===== config.mk =====
export PLATFORM = sky130hd
export DESIGN_NAME = sprite_rom_arbiter
export DESIGN_NICKNAME = d
export VERILOG_FILES = /design/src/rtl/sprite_rom_arbiter.sv
export SDC_FILE = /design/constraint.sdc
export NUM_CORES = 1
export LEC_CHECK = 0
export BUFFER_PORTS_ARGS = -buffer_cell sky130_fd_sc_hd__buf_4
export CORE_MARGIN = 2
export CORE_UTILIZATION = 25
export DETAILED_ROUTE_END_ITERATION = 10
export HOLD_SLACK_MARGIN = 0.05
export PLACE_DENSITY_LB_ADDON = 0.08
export SYNTH_ARGS = -nofsm -noshare
export SYNTH_HDL_FRONTEND = slang
export SYNTH_SLANG_ARGS = --single-unit

===== constraint.sdc =====
create_clock -name Clk -period 3.2 [get_ports Clk]
set_clock_uncertainty 0.1 [all_clocks]
set_input_delay 0.64 -clock Clk [delete_from_list [all_inputs] [get_ports Clk]]
set_output_delay 0.64 -clock Clk [all_outputs]
set_load 0.03 [all_outputs]

===== src/rtl/sprite_rom_arbiter.sv =====
// Round-robin arbiter sharing one sprite ROM read port among NUM_REQ draw engines.
// Optional macro SPRITE_ARB_PRI0_EN gives requester 0 absolute priority over the ring.
module sprite_rom_arbiter #(
    parameter int                NUM_REQ   = 4,
    parameter int                ADDR_W    = 18,
    parameter int                DATA_W    = 12,
    parameter int                ROM_DEPTH = 61952,
    parameter int                ROM_LAT   = 0,
    parameter logic [DATA_W-1:0] KEY_COLOR = 12'h808,
    localparam int               ID_W      = $clog2(NUM_REQ)
) (
    input  logic                      Clk,
    input  logic                      Reset_n,
    input  logic [NUM_REQ-1:0]        req,
    input  logic [NUM_REQ*ADDR_W-1:0] req_addr,
    output logic [NUM_REQ-1:0]        gnt,
    output logic [ADDR_W-1:0]         rom_addr,
    input  logic [DATA_W-1:0]         rom_color,
    output logic                      rsp_valid,
    output logic [ID_W-1:0]           rsp_id,
    output logic [DATA_W-1:0]         rsp_color,
    output logic                      rsp_opaque
);

    localparam logic [ID_W:0]       NUM_REQ_W = (ID_W+1)'(NUM_REQ);
    localparam logic [ID_W-1:0]     LAST_IDX  = ID_W'(NUM_REQ - 1);
    localparam logic [ADDR_W:0]     DEPTH_W   = (ADDR_W+1)'(ROM_DEPTH);
    localparam logic [NUM_REQ-1:0]  GNT0      = {{(NUM_REQ-1){1'b0}}, 1'b1};

    logic [ID_W-1:0]   ptr_r;
    logic [ID_W:0]     sum_s;
    logic [ID_W-1:0]   cand_s;
    logic              win_vld_s;
    logic [ID_W-1:0]   win_idx_s;
    logic [ADDR_W-1:0] win_addr_s;
    logic              win_oob_s;
    logic              ptr_upd_s;
    logic [ID_W-1:0]   ptr_nxt_s;

    // Pipeline slot 0 is the issue stage; slots 1..ROM_LAT track the ROM's own delay.
    logic              pipe_vld_r [0:ROM_LAT];
    logic [ID_W-1:0]   pipe_id_r  [0:ROM_LAT];
    logic              pipe_oob_r [0:ROM_LAT];

    // Winner search: scan from ptr_r, wrapping, first asserted request wins.
    always_comb begin
        win_vld_s = 1'b0;
        win_idx_s = '0;
        sum_s     = '0;
        cand_s    = '0;
        for (int j = 0; j < NUM_REQ; j++) begin
            sum_s     = {1'b0, ptr_r} + (ID_W+1)'(j);
            cand_s    = (sum_s >= NUM_REQ_W) ? ID_W'(sum_s - NUM_REQ_W) : ID_W'(sum_s);
            win_idx_s = (!win_vld_s && req[cand_s]) ? cand_s : win_idx_s;
            win_vld_s = win_vld_s | req[cand_s];
        end
`ifdef SPRITE_ARB_PRI0_EN
        win_idx_s = req[0] ? '0 : win_idx_s;
        win_vld_s = win_vld_s | req[0];
`endif
    end

    // Grant decode, range check and next-pointer computation.
    always_comb begin
        win_addr_s = req_addr[win_idx_s*ADDR_W +: ADDR_W];
        win_oob_s  = ({1'b0, win_addr_s} >= DEPTH_W);
        ptr_nxt_s  = (win_idx_s == LAST_IDX) ? '0 : win_idx_s + 1'b1;
`ifdef SPRITE_ARB_PRI0_EN
        // Requester 0 wins outside the ring, so it must not disturb the pointer.
        ptr_upd_s  = win_vld_s && (win_idx_s != '0);
`else
        ptr_upd_s  = win_vld_s;
`endif
        gnt        = (win_vld_s && Reset_n) ? (GNT0 << win_idx_s) : '0;
    end

    // Round-robin pointer and registered ROM address.
    always_ff @(posedge Clk or negedge Reset_n) begin
        if (!Reset_n) begin
            ptr_r    <= '0;
            rom_addr <= '0;
        end else begin
            if (ptr_upd_s) begin
                ptr_r <= ptr_nxt_s;
            end
            if (win_vld_s) begin
                rom_addr <= win_oob_s ? '0 : win_addr_s;
            end
        end
    end

    // Valid/id/oob tags travelling alongside the ROM read.
    always_ff @(posedge Clk or negedge Reset_n) begin
        if (!Reset_n) begin
            for (int i = 0; i <= ROM_LAT; i++) begin
                pipe_vld_r[i] <= 1'b0;
                pipe_id_r[i]  <= '0;
                pipe_oob_r[i] <= 1'b0;
            end
        end else begin
            pipe_vld_r[0] <= win_vld_s;
            pipe_id_r[0]  <= win_idx_s;
            pipe_oob_r[0] <= win_oob_s;
            for (int i = 1; i <= ROM_LAT; i++) begin
                pipe_vld_r[i] <= pipe_vld_r[i-1];
                pipe_id_r[i]  <= pipe_id_r[i-1];
                pipe_oob_r[i] <= pipe_oob_r[i-1];
            end
        end
    end

    // Response register; payload holds between strobes.
    always_ff @(posedge Clk or negedge Reset_n) begin
        if (!Reset_n) begin
            rsp_valid  <= 1'b0;
            rsp_id     <= '0;
            rsp_color  <= '0;
            rsp_opaque <= 1'b0;
        end else begin
            rsp_valid <= pipe_vld_r[ROM_LAT];
            if (pipe_vld_r[ROM_LAT]) begin
                rsp_id     <= pipe_id_r[ROM_LAT];
                rsp_color  <= pipe_oob_r[ROM_LAT] ? KEY_COLOR : rom_color;
                rsp_opaque <= !pipe_oob_r[ROM_LAT] && (rom_color != KEY_COLOR);
            end
        end
    end

endmodule


# After elaboration in Yosys (flattened, before gate mapping)
# Index checks and enable logic that the tools add are counted.
# word_totals
reg_bits	40
inputBits	90
output_inout_bits	38
elab_cells	63
# op_classes
add_sub_neg	8
mul	1
n_lt_le_gt_ge	9
n_eq_ne	2
shifts	2
muxes	20
bitwise_logic	3
n_reduce_logical	9
# op_table
operator	n
$shiftx 72x8->18	1
$ge 18x16->1 const B	1
$mux 18	1
$mux 2	9
$lt 2x3->1 const B	4
$mux 12	1
$ne 12x12->1 const B	1
$ge 3x3->1 const B	3
$bmux 1 s2	4
$sub 2x1->2 const B	4
$add 2x2->3 const B	2
$mul 2x4->6 const B	1
$logic_and 1x1->1	5
$logic_not 1->1	4
$mux 1	4
$mux 4	1
$shl 1x2->4 const A	1
$add 2x1->3 const B	1
$ge 2x3->1 const B	1
$or 1x1->1	3
$add 2x1->2 const B	1
$eq 2x2->1 const B	1

# Longest topological paths before layout
# Gate-level depths: netlist of run 1.
# logic_depth
ltp_word	14
depth_mapped	12

# Worst setup path after synthesis of run 1
# No wires, ideal clock.
# synth_path
path_kind	input -> output
start	in req[1]
end	out gnt[0]
arrival_ps	2340
required_time_ps	2460
setup_slack_ps	120
path_stages	8
path_cell_list	nor3b_1 -> a211oi_1 -> nor2_1 -> buf_2 -> clkinv_1 -> clkbuf_1 -> ha_1 -> and3_1
# synth_between
elab_chain_cells	9
# synth_lines
element	line	rtl
start: declaration	14	input logic [NUM_REQ-1:0] req,
$bmux 1 s2	54, 55	
$mux 1 (implied by the code)	54, 55	
$logic_not 1->1 or $or 1x1->1 (tied branches)	54, 55	
$logic_and 1x1->1 (tied with other cells)	54	win_idx_s = (!win_vld_s && req[cand_s]) ? cand_s : win_idx_s;
$mux 2 (tied with other cells)	54	
$mux 2 or $logic_and 1x1->1 (tied branches)	54	
$mux 2 *	54	
net win_idx_s[1]	34	logic [ID_W-1:0] win_idx_s;
$shl 1x2->4 *	74	gnt = (win_vld_s && Reset_n) ? (GNT0 << win_idx_s) : '0;
$mux 4 *	74	
end: declaration	16	output logic [NUM_REQ-1:0] gnt,
# Mark *: on every way through the listed nets, which the timed path passes. The rest lies on a longest branch. The select of a mux whose other input is x is not followed.

# Final worst setup path of run 1
# layout_path
start	reg ptr_r[1]
end	out gnt[0]
# layout_between
elab_chain_cells	12
# layout_lines
element	line	rtl
start: declaration	30	logic [ID_W-1:0] ptr_r;
start signal: assignment	84	ptr_r <= ptr_nxt_s;
$add 2x1->3	52	sum_s = {1'b0, ptr_r} + (ID_W+1)'(j);
$ge 3x3->1 or $sub 2x1->2 (tied branches)	53	cand_s = (sum_s >= NUM_REQ_W) ? ID_W'(sum_s - NUM_REQ_W) : ID_W'(sum_s);
$mux 2	53	
$bmux 1 s2	54, 55	
$mux 1 (implied by the code)	54, 55	
$or 1x1->1	55	win_vld_s = win_vld_s | req[cand_s];
$logic_not 1->1 or $or 1x1->1 (tied branches)	54, 55	
$logic_and 1x1->1 or $logic_not 1->1 (tied branches)	54	
$mux 2 or $logic_and 1x1->1 (tied branches)	54	
$mux 2	54	
$shl 1x2->4	74	
$mux 4 *	74	
# Every way passes the cells marked *; elsewhere a longest branch is shown, timed or not. The select of a mux whose other input is x is not followed.

==> run metrics, run 1 <==
Final Core Density a little under 40%; Leak approximately 1.7 nW; worst skew pair latency about 0.29 ns; PD cells 753 nW/um^2; vias in the first global route 2277; maximum clock rate 338 MHz; Tcrit/Tclk final between 90% and 100%; hpwl dp between 5000 and 6000 microns; Fin. Hold Viols 0; Max IR drop VDD 0.220 mV; Setup crit start kind flip-flop; Root Buffer clkbuf_8; final WL between 6000 and 7000 microns; I/O pin count about 130; Avg Inst Size Synth 8.45 sq um; die area about 9900 sq um; ant diodes 0; vias 2259; Crit-path slowest cell dfrtp_1; Largest stage delay, worst path roughly 0.44 ns; worst path arrival time around 2.2 ns; GPL Wtd Cong roughly 0.72; R2R Path Start ptr_r[1]$_DFFE_PN0N_; sequential area share after synthesis 43.7%; initial antenna violation count 0; Synth Warn # 0; R2R setup slack between 0.4 and 0.5 ns; Post-synth ARST share between 90% and 100%; area leader, netlist dfrtp_1; logic gate share of total power around 57%; WS Path Type reg -> out; vias per cell about 4.5; min-delay worst type in -> async; syn nets around 370; # nets final between 400 and 500; drt first pass iters 5; synth unique cells 32; Final Critical Period 2.96 ns; CP max FO 28; Worst setup startpoint ptr_r[1]$_DFFE_PN0N_; EDFF count, synth 0; clock tree buffer depth 2; crit-path cells nand2b_1 > a21o_1 > and3_1 > clkinv_4 > buf_4 > ha_1 > and3_1 > buf_4; maxcap violations 0; register bit total from synthesis 40; switching share of total power 43.6%; fin. max-slew vios 0; Rel. slew slack around 45%; Crit path required time between 2 and 2.5 ns; # setup viols final 0; Net Sw Power ~1.1 mW; pin count of the biggest net entering global routing 38; status finished clean; Die Height 99.7 microns; Tot GR Track Use a little over an eighth; Synth top area share between 40% and 50%; Mapped Cells around 270; row count 34; clk sinks 40; global-route wire length before repair between 10000 and 15000 microns; hold buffers post-CTS 0; fraction of layout instances using a drive strength above 1 approximately two fifths; Int Pwr between 1 and 1.5 mW; worst slew pin tran about 0.82 ns; # H-tree levels 2; Final ANT Viol Nets 0; core area approximately 8800 sq um; clock share of power a little over an eighth; critical path capture point type output port; Synth-to-Final Area Change 51.8%; Die X 99.7 microns; Synth area leaders dfrtp_1 (44%), nand2_1 (9.5%), nor2_1 (5.7%), o21ai_0 (4.2%), o31ai_2 (3.8%); total negative slack 0 ns; RSZ-0062 raised after global routing false; Starting Density between 20% and 30%; CTS tree done; number of buffers created by CTS 5; final hold slack between 0.1 and 0.15 ns; grt ovf 0; # Post-CTS Setup Buffers 0; Sequential Power Share between 30% and 40%; IO buf count approximately 130; Resized cells post-CTS 0; Post-Syn Area approximately 2300 sq um; DR DRC count 0; Reg clk slew, reported paths 0.08 ns; DRT iter0 DRCs 103; top_reg_cell synth dfrtp_1; routed len/inst approximately 13 microns
layout make-up:
class / instances / area, sq um
Sequential cell: 40 / 1000
Clock inverter: 2 / 10.0
Inverter: 13 / 53.8
Multi-Input combinational cell: 200 / 1140
Timing Repair Buffer: 138 / 1050
Clock buffer: 6 / 82.6
Fill cell: 912 / 5330
Tap cell: 108 / 135
cell usage after synthesis, drive strengths merged, types with 2 or more instances:
cell and instances:
clkinv 2, and2 2, nor3 5, ha 4, nand3 9, and3 6
o21ai 20, nor4 2, o31ai 17, nand2b 2, nand2 58, a32o 6
nor4b 2, nand3b 11, a21oi 9, buf 6, nor2 35, inv 11
mux2 4, mux2i 3, dfrtp 40, clkbuf 12
placed cells by master (no fill, tap or decap), types with 9 or more instances in the layout:
cell type | Yosys | routed
a21oi_1 | 9 | 9
buf_4 | 1 | 137
dfrtp_1 | 40 | 40
inv_1 | 11 | 11
nand2_1 | 58 | 58
nand3_1 | 9 | 9
nand3b_1 | 11 | 11
nor2_1 | 35 | 35
o21ai_0 | 19 | 19
o31ai_1 | 10 | 10
logic make-up after synthesis:
kind of cell | after synthesis | synth area share (%)
fa+ha+maj | 4 | 2.19
buf+inv | 31 | 6.56
compound gates | 55 | 17.5
simple gates | 134 | 26.8
mux | 7 | 3.28
flops | 40 | 43.7
per-layer routing:
layer | track usage, % | part of all wire, % | up-vias
li1 | - | - | 1180
met1 | 18.4 | 47 | 974
met2 | 21.3 | 43 | 99
met3 | 3.65 | 8.8 | 6
met4 | 3.48 | 1.1 | 0
met5 | 0 | 0 | -
per-stage QoR:
step	setup WS, ns	total power [mW]	instances	instance area [sq um]
detailed placement	0.184	2.31	499	3380
global route	0.0645	2.84	507	3480
floorplan	0.120	1.75	271	2290
CTS	0.198	2.67	507	3480
finish	0.243	2.62	507	3480
global placement	0.235	2.29	499	3380
worst max-delay path, delay by kind of cell, from the launching register on:
| kind | cells | cell delay, ns |
|---|---|---|
| AO/OA/AOI/OAI | 1 | 0.17 |
| flip-flops | 1 | 0.44 |
| AND/OR/NAND/NOR | 3 | 0.57 |
| buffers and inverters | 3 | 0.56 |
| adder cells (fa/ha/maj) | 1 | 0.19 |
path summary, 6_finish.rpt:
check / to / depth (start not counted)
worst min-delay path: rom_addr[0]$_DFFE_PN0N_ / 1
worst min register to register: rsp_id[0]$_DFFE_PN0P_ / 1
min in group Clk: rsp_id[0]$_DFFE_PN0P_ / 1
worst max-delay path: gnt[0] / 8
max in group asynchronous: rsp_color[1]$_DFFE_PN0P_ / 2
worst max register to register: rom_addr[0]$_DFFE_PN0N_ / 10
power groups by stage:
stage	logic, mW	clock network (mW)	registers (mW)
2_1_floorplan	0.704	0	1.04
3_3_place_gp	1.49	0	0.801
6_report	1.48	0.347	0.789
3_5_place_dp	1.50	0	0.806
5_1_grt	1.64	0.381	0.819
4_1_cts	1.50	0.366	0.795
registers in the layout (all words and copies together) (netlist names), 2 cells and up:
| signal | cells |
|---|---|
| rom_addr | 18 |
| rsp_color | 12 |
| rsp_id | 2 |
| pipe_id_r | 2 |
| ptr_r | 2 |
No activity file was read; power rests on OpenSTA's default activity.
==> inputs of run 2 (changes only) <==
Clock period 3.2 ns to 2.6 ns, I/O delays scaled along.
==> run 2 against run 1 <==
- the flow now finishes with violations (negative setup slack)
- die area did not move
- global-route usage up 0.74 points
- sequential power rose by 22%
- setup slack worse by 0.28 ns
==> run metrics, run 2 (synthesis gave the netlist of run 1 again) <==
clock tree buffer depth 2 (unchanged); hpwl dp 5300 microns (+4.3%); drt first pass iters 4 (-1); DR DRC count 0 (unchanged); violated checks negative setup slack; most common cell after layout, fill and taps aside buf_4; # nets final 520 (+5.7%); IO buf count 127 (unchanged); fillcell total 889 (-2.5%); most frequent cells in the layout buf_4 (152), nand2_1 (58), dfrtp_1 (40), nor2_1 (34), o21ai_0 (19); Die Height 99.7 microns (unchanged); Tot GR Track Use 14.3% (+0.74 points); row count 34 (unchanged); clk sinks 40 (unchanged); maxcap violations 0 (unchanged); Final Critical Period 2.64 ns; CP max FO 9 (-68%); Largest stage delay, worst path 0.55 ns (+0.11 ns); vias in the first global route 2426 (+6.5%); post-route insts no fill 535 (+5.5%); Synth-to-Final Area Change 68.8%; worst slew pin tran 0.595 ns (-0.223 ns); status complete, but fails checks; fin. max-slew vios 0 (unchanged); most frequent CP cell buf_4; GPL Wtd Cong 0.722 (-0.26%); Final ANT Viol Nets 0 (unchanged); worst skew pair latency 0.29 ns (about the same); fraction of layout instances using a drive strength above 1 47.3% (+7.0 points); Max IR drop VDD 0.298 mV (+36%); Largest regs rom_addr: 18 flops, rsp_color: 12 flops; Die X 99.7 microns (unchanged); Starting Density 26.0% (unchanged); final hold slack 0.374 ns (+0.248 ns); post-route setup slack -0.0407 ns (-0.284 ns); worst path arrival time 2.71 ns (+0.49 ns); Crit path required time 2.67 ns (+0.21 ns); ant diodes 0 (unchanged); Top reg by flops rom_addr; number of buffers created by CTS 5 (unchanged); I/O pin count 128 (unchanged); Crit-path slowest cell or4_4; Placed Cells 512 (+2.6%); CTS tree done; RSZ-0062 raised after global routing true; Leak 1.86 nW (+9.3%); Rel. slew slack 60.3% (+15 points); core area 8810 sq um (unchanged); DRT iter0 DRCs 95 (-7.8%); # setup viols final 14 (+14); PD cells 960 nW/um^2 (+27%); global-route wire length before repair 11500 microns (+4.1%); grt ovf 0 (unchanged); maximum clock rate approximately 380 MHz; min-delay worst type in -> reg; max FFs per register 18 (unchanged); Fin. Hold Viols 0 (unchanged); Root Buffer clkbuf_8; die area 9940 sq um (unchanged); vias 2388 (+5.7%); vias per cell 4.46 (+0.18%); Tcrit/Tclk final 102%; worst path buffer plus inverter count 5 (+2); WS Path Type in -> reg; CP top delay family simple AND/OR/NAND/NOR gates; routed len/inst 13.0 microns (+1.3%); critical path capture point type flip-flop; crit-path cells buf_4 > nand2b_1 > a211oi_2 > nor2_2 > buf_6 > buf_4 > a32o_1 > or4_4 > o21ai_4 > buf_4 > buf_12 > o31ai_1; # H-tree levels 2 (unchanged); Reg clk slew, reported paths 0.08 ns (about the same); power after layout 3.71 mW (+42%); final WL 6960 microns (+6.9%); pin count of the biggest net entering global routing 38 (unchanged); Setup crit start kind primary input; initial antenna violation count 0 (unchanged)
-- run 2: cell types whose count changed in the layout (fill, tap and decap cells not counted), moves of 2 or more --
cell	delta
and3_4	+6
ha_1	-4
clkinv_2	-2
ha_4	+4
and3_1	-6
buf_6	+11
buf_4	+15
clkbuf_1	+2
-- run 2: through the flow --
stage               area [sq um]  setup slack [ns]  util, %  setup TNS, ns
detailed placement          3490            -0.293     39.6          -3.93
finish                      3860           -0.0407     43.9         -0.466
CTS                         3760           -0.0739     42.7         -0.700
global route                3860            -0.152     43.9          -2.19
global placement            3490            -0.222     39.6          -2.81
floorplan                   2300           0.00356        -              0
-- run 2: final timing paths --
| path | start | slack [ns] | to | depth (start not counted) |
|---|---|---|---|---|
| max | req[3] | -0.04 | rom_addr[1]$_DFFE_PN0N_ | 12 |
| min | rom_color[5] | 0.37 | rsp_color[5]$_DFFE_PN0P_ | 3 |
| max reg2reg | ptr_r[0]$_DFFE_PN0N_ | -0.03 | rom_addr[1]$_DFFE_PN0N_ | 11 |
| min reg2reg | pipe_id_r[1]$_DFF_PN0_ | 0.38 | rsp_id[1]$_DFFE_PN0P_ | 1 |
| max in group asynchronous | Reset_n | 1.20 | rsp_color[7]$_DFFE_PN0P_ | 3 |
| min in group asynchronous | Reset_n | 0.55 | rsp_id[1]$_DFFE_PN0P_ | 2 |
-- run 2: where the power goes --
| part | switching, mW | internal [mW] | leakage (nW) |
|---|---|---|---|
| sequential | 0.137 | 0.828 | 0.504 |
| combinational | 1.19 | 1.13 | 1.31 |
| clock | 0.212 | 0.217 | 0.0455 |
-- run 2: metal layers --
layer  global-route usage, %  share of wire [%]
met5                       0                  0
met4                    3.16               0.69
met3                    4.57                7.9
met2                    24.4                 48
met1                    17.6                 43
-- run 2: area by class of cell --
cell class	count	area (sq um)	area share, %
clock buffer	8	90.1	2.33
inverter	13	61.3	1.59
multi-input combinational	200	1250	32.5
sequential	40	1000	25.9
tap	108	135	3.50
timing repair buffer	166	1320	34.2
-- run 2: what timing repair did --
item / in CTS / in global routing
hold buffers: 1 / 0
setup buffers: 8 / 5
gates cloned: 1 / 0
setup endpoints to repair: 17 / 18
pin swaps: 6 / 3
hold endpoints to repair: 14 / 0
resized for setup: 21 / 14
-- run 2: worst min-delay path, stage by stage --
cell	delay, ns
buf_4	0.09
nand3b_1	0.06
o21ai_0	0.07
